==> config.mk <==
export PLATFORM = sky130hd
export DESIGN_NAME = sev_seg_reader
export DESIGN_NICKNAME = d
export VERILOG_FILES = /design/src/rtl/sev_seg_reader.sv
export SDC_FILE = /design/constraint.sdc
export NUM_CORES = 1
export LEC_CHECK = 0
export ABC_CLOCK_PERIOD_IN_PS = 5800
export CORE_MARGIN = 2
export CORE_UTILIZATION = 40
export CTS_BUF_LIST = sky130_fd_sc_hd__clkbuf_8
export CTS_CLUSTER_DIAMETER = 150
export DETAILED_ROUTE_END_ITERATION = 16
export GPL_ROUTABILITY_DRIVEN = 0
export SYNTH_ARGS = -nofsm -noshare
export SYNTH_HDL_FRONTEND = slang
export SYNTH_SLANG_ARGS = --single-unit
==> constraint.sdc <==
create_clock -name clk -period 5.8 [get_ports clk]
set_input_delay 1.16 -clock clk [delete_from_list [all_inputs] [get_ports clk]]
set_output_delay 1.16 -clock clk [all_outputs]
set_load 0.02 [all_outputs]
==> src/rtl/sev_seg_reader.sv <==
// Seven-segment display reader: synchronizes the active-low segment and
// digit-enable pins, waits for a stable vector, and captures the decoded
// hex value (or flags an illegal pattern) for the enabled digit.
module sev_seg_reader #(
    parameter int unsigned STABLE_CYCLES = 4
) (
    input  logic       clk,
    input  logic       reset,
    input  logic [6:0] segIn,
    input  logic [1:0] digitEn,
    output logic [3:0] digit0,
    output logic [3:0] digit1,
    output logic [1:0] valid,
    output logic [1:0] patErr,
    output logic       update,
    output logic       updDigit
);

    typedef enum logic [1:0] {
        IDLE,
        TRACK,
        HELD
    } state_e;

    localparam logic [7:0] STABLE_LIM = 8'(STABLE_CYCLES);

    logic [6:0] seg_s1_q, seg_s2_q;
    logic [1:0] en_s1_q, en_s2_q;
    logic [8:0] prev_q;
    state_e     state_q;
    logic [7:0] cnt_q;
    logic [3:0] digit0_q, digit1_q;
    logic [1:0] valid_q, patErr_q;
    logic       update_q, updDigit_q;

    logic [8:0] v_d;
    logic       en_ok_d, sel_d, dec_ok_d;
    logic [3:0] dec_val_d;

    // Two-flop synchronizers; cleared to all-ones (blank segments, no digit enabled)
    always_ff @(posedge clk or negedge reset) begin
        if (!reset) begin
            seg_s1_q <= '1;
            seg_s2_q <= '1;
            en_s1_q  <= '1;
            en_s2_q  <= '1;
        end else begin
            seg_s1_q <= segIn;
            seg_s2_q <= seg_s1_q;
            en_s1_q  <= digitEn;
            en_s2_q  <= en_s1_q;
        end
    end

    // Decode the synchronized segment pattern and qualify the digit enable
    always_comb begin
        v_d       = {seg_s2_q, en_s2_q};
        en_ok_d   = (en_s2_q == 2'b10) || (en_s2_q == 2'b01);
        sel_d     = (en_s2_q == 2'b01);
        dec_ok_d  = 1'b1;
        dec_val_d = '0;
        case (seg_s2_q)
            7'b1000000: dec_val_d = 4'h0;
            7'b1111001: dec_val_d = 4'h1;
            7'b0100100: dec_val_d = 4'h2;
            7'b0110000: dec_val_d = 4'h3;
            7'b0011001: dec_val_d = 4'h4;
            7'b0010010: dec_val_d = 4'h5;
            7'b0000010: dec_val_d = 4'h6;
            7'b1111000: dec_val_d = 4'h7;
            7'b0000000: dec_val_d = 4'h8;
            7'b0011000: dec_val_d = 4'h9;
            7'b0100000: dec_val_d = 4'hA;
            7'b0000011: dec_val_d = 4'hB;
            7'b1000110: dec_val_d = 4'hC;
            7'b0100001: dec_val_d = 4'hD;
            7'b0000110: dec_val_d = 4'hE;
            7'b0001110: dec_val_d = 4'hF;
            default:    dec_ok_d  = 1'b0;
        endcase
    end

    // Stability tracker and capture FSM with registered outputs.
    // The counter holds at STABLE_CYCLES once reached, so HELD dwell never wraps it.
    always_ff @(posedge clk or negedge reset) begin
        if (!reset) begin
            state_q    <= IDLE;
            cnt_q      <= '0;
            prev_q     <= '1;
            digit0_q   <= '0;
            digit1_q   <= '0;
            valid_q    <= '0;
            patErr_q   <= '0;
            update_q   <= 1'b0;
            updDigit_q <= 1'b0;
        end else begin
            prev_q   <= v_d;
            update_q <= 1'b0;
            if (!en_ok_d) begin
                state_q <= IDLE;
                cnt_q   <= '0;
            end else begin
                case (state_q)
                    IDLE: begin
                        state_q <= TRACK;
                        cnt_q   <= 8'd1;
                    end
                    TRACK: begin
                        if (v_d != prev_q) begin
                            cnt_q <= 8'd1;
                        end else if (cnt_q >= STABLE_LIM) begin
                            state_q    <= HELD;
                            update_q   <= 1'b1;
                            updDigit_q <= sel_d;
                            if (dec_ok_d) begin
                                if (sel_d) digit1_q <= dec_val_d;
                                else       digit0_q <= dec_val_d;
                                valid_q[sel_d] <= 1'b1;
                            end else begin
                                valid_q[sel_d]  <= 1'b0;
                                patErr_q[sel_d] <= 1'b1;
                            end
                        end else begin
                            cnt_q <= cnt_q + 8'd1;
                        end
                    end
                    HELD: begin
                        if (v_d != prev_q) begin
                            state_q <= TRACK;
                            cnt_q   <= 8'd1;
                        end
                    end
                    default: begin
                        state_q <= IDLE;
                        cnt_q   <= '0;
                    end
                endcase
            end
        end
    end

    assign digit0   = digit0_q;
    assign digit1   = digit1_q;
    assign valid    = valid_q;
    assign patErr   = patErr_q;
    assign update   = update_q;
    assign updDigit = updDigit_q;

endmodule

==> results_dict.tcl <==
set metrics [dict create \
    post-route-min-period_ns 2.62 \
    die_area_um2 6310 \
    crit_type "flop to flop" \
    clock_power_share_pct 32.1 \
    drv_cap 0 \
    synth.distinct_cells 50 \
    cts_hold_buf 0 \
    synthCells 201 \
    critPathMaxStageDelay_ns 0.68 \
    routedWlPerCell_um 13.7 \
    dp_cells 289 \
    final_area_um2 2660 \
    synth_edf_count 0 \
    path_cells "xor2_1 > or4_1 > or4_4 > or3_4 > mux2_4" \
    drt_iter0_drc 92 \
    synth_area_per_cell_um2 11.3 \
    ioPinCount 25 \
    cts_tree "done" \
    cts_max_level 2 \
    netlist_area_um2 2280 \
    post_cts_buffers 0 \
    final_core_util_pct 48.2 \
    numPortBuffers 24 \
    coreArea_um2 5510 \
    ys_warn_count 0 \
    relSlewSlack_pct 27.9 \
    syn_nets 215 \
    drc_errors 0 \
    power_leakage_nw 1.07 \
    critPathSlowestCell "dfstp_2" \
    fmax_mhz 381 \
    setup_ws_ns 3.18 \
    vias_per_cell 5.31 \
    grt_usage_pct 14.3 \
    ir_drop_v 0.000172 \
    status "complete, no violations" \
    clk_pin_slew_ns 0.09 \
    clockBufferDepth 2 \
    antenna-diode-count 0 \
    power_frac_seq_pct 60.9 \
    ys_ff_latch 51 \
    cts_root_buf "clkbuf_8" \
    clk_latency_ns 0.30 \
    antenna_left 0 \
    grt_max_degree 52 \
    ys.flop_type "dfstp_2" \
    final_common_cell "dfstp_2" \
    power_per_cell_area_nw_per_um2 240 \
    die_w_um 79.5 \
    p_int_mw 0.489 \
    fin_cells 297 \
    tightest_slew_ns 1.08 \
    hp-class "flop to flop" \
    cts_resized 0 \
    mostFrequentLayoutCells "dfstp_2 (27), dfrtp_1 (24), clkdlybuf4s50_1 (23), nor2_1 (15), nand2_1 (11)" \
    yosysSeqAreaShare_pct 57.5 \
    arrival_ns 2.82 \
    start_util_pct 41.4 \
    fin_skew_ns 0.0113 \
    layout.nets 238 \
    fin_setup_tns_ns 0 \
    drive_above_1_share_pct 19.6 \
    pre_cts_ws_ns 3.20 \
    end_kind "flop" \
    grt_pass1_vias 1448 \
    dr.pass1.iters 4 \
    finalHoldViolCount 0 \
    rsz0062_at_grt "no" \
    antenna_found_initial 0 \
    drt-total-wl_mm 4.06 \
    ys_async_sr_fraction_pct 100 \
    finalCritPeriodShare_pct 45.2 \
    comb_power_share_pct 6.9 \
    start_kind "flop" \
    grt_pass1_wl_mm 6.98 \
    dp_hpwl_mm 2.86 \
    die_h_um 79.5 \
    sw_frac_of_total_pct 23.3 \
    area_delta_synth_final_pct 16.6 \
    vias 1577 \
    clock-sinks 51 \
    required_ns 6.00 \
    cts_made_buffers 5 \
    num_rows 27 \
    final-setup-viol-count 0 \
    slew_viol_final 0 \
    critPathMaxFanout 13 \
    power.switching_mw 0.149 \
    grt-ovfl-total 0 \
    place_area_um2 2560 \
]
[cell families (layout without fill, tap and decap cells)]
family | Yosys count | after routing | share of synthesized area, %
adder cells (fa/ha/maj) | 3 | 3 | 1.65
XOR/XNOR | 10 | 10 | 3.85
multiplexers | 5 | 5 | 2.53
AND/OR/NAND/NOR | 75 | 75 | 18.8
AO/OA/AOI/OAI | 41 | 41 | 12.6
flip-flops | 51 | 51 | 57.5
buffers and inverters | 16 | 40 | 2.97
[power groups by stage]
stage / Combinational, mW / Clock (mW) / Sequential [mW]
6_report: 0.0442 / 0.205 / 0.389
5_1_grt: 0.0505 / 0.232 / 0.391
4_1_cts: 0.0450 / 0.216 / 0.389
3_5_place_dp: 0.0449 / 0 / 0.395
3_3_place_gp: 0.0449 / 0 / 0.394
2_1_floorplan: 0.0333 / 0 / 0.386
[through the flow]
stage | hold WS, ns | power, mW
global placement | 0.346 | 0.439
global route | 0.361 | 0.674
detailed placement | 0.347 | 0.440
CTS | 0.356 | 0.650
finish | 0.353 | 0.638
floorplan | 0.345 | 0.420
[worst max-delay path, delay by kind of cell, from the launching register on]
kind | cells | cell delay, ns
AND/OR/NAND/NOR | 3 | 1.44
flip-flops | 1 | 0.68
XOR/XNOR | 1 | 0.11
multiplexers | 1 | 0.30
[state kept, by name (all words and copies together), names as in the netlist, named ones only]
register  count
cnt_q         8
digit0        4
digit1        4
en_s1_q       2
en_s2_q       2
patErr        2
prev_q        9
seg_s1_q      7
seg_s2_q      7
state_q       2
updDigit      1
update        1
[synth_stat cells, types with 4 or more instances]
master	number	area (µm²)
dfrtp_1	24	601
nand4_1	6	37.5
o211ai_1	5	37.5
nor2_1	15	56.3
and2_1	4	25.0
clkbuf_1	7	26.3
nand2_1	11	41.3
xor2_1	10	87.6
inv_1	8	30.0
nand3_1	7	35.0
o21ai_0	5	25.0
a21oi_1	6	30.0
dfstp_2	27	709
nor4_1	4	25.0
[final cells by class]
type | count | area [µm²]
fill | 523 | 2850
sequential | 51 | 1310
multi-input combinational | 134 | 900
timing repair buffer | 24 | 235
tap | 72 | 90.1
clock buffer | 6 | 82.6
inverter | 8 | 30.0
clock inverter | 2 | 8.76
[worst paths after layout]
path	start	end	slack (ns)	cells after the start
hold / removal	seg_s1_q[2]	seg_s2_q[2]	0.35	0
hold reg to reg	seg_s1_q[2]	seg_s2_q[2]	0.35	0
setup reg to reg	seg_s2_q[4]	flop	3.18	5
max in group asynchronous	reset	digit0[1]	4.10	1
min in group asynchronous	reset	cnt_q[2]	1.05	1
setup / recovery	seg_s2_q[4]	flop	3.18	5
[routing by layer]
layer / track usage (%) / up-vias / part of all wire [%]
li1: - / 775 / -
met1: 19.5 / 755 / 50
met2: 21.7 / 42 / 45
met3: 3.39 / 5 / 4.0
met4: 6.21 / 0 / 1.5
met5: 0 / - / 0
Note: power is estimated with default switching activity, not from simulation.
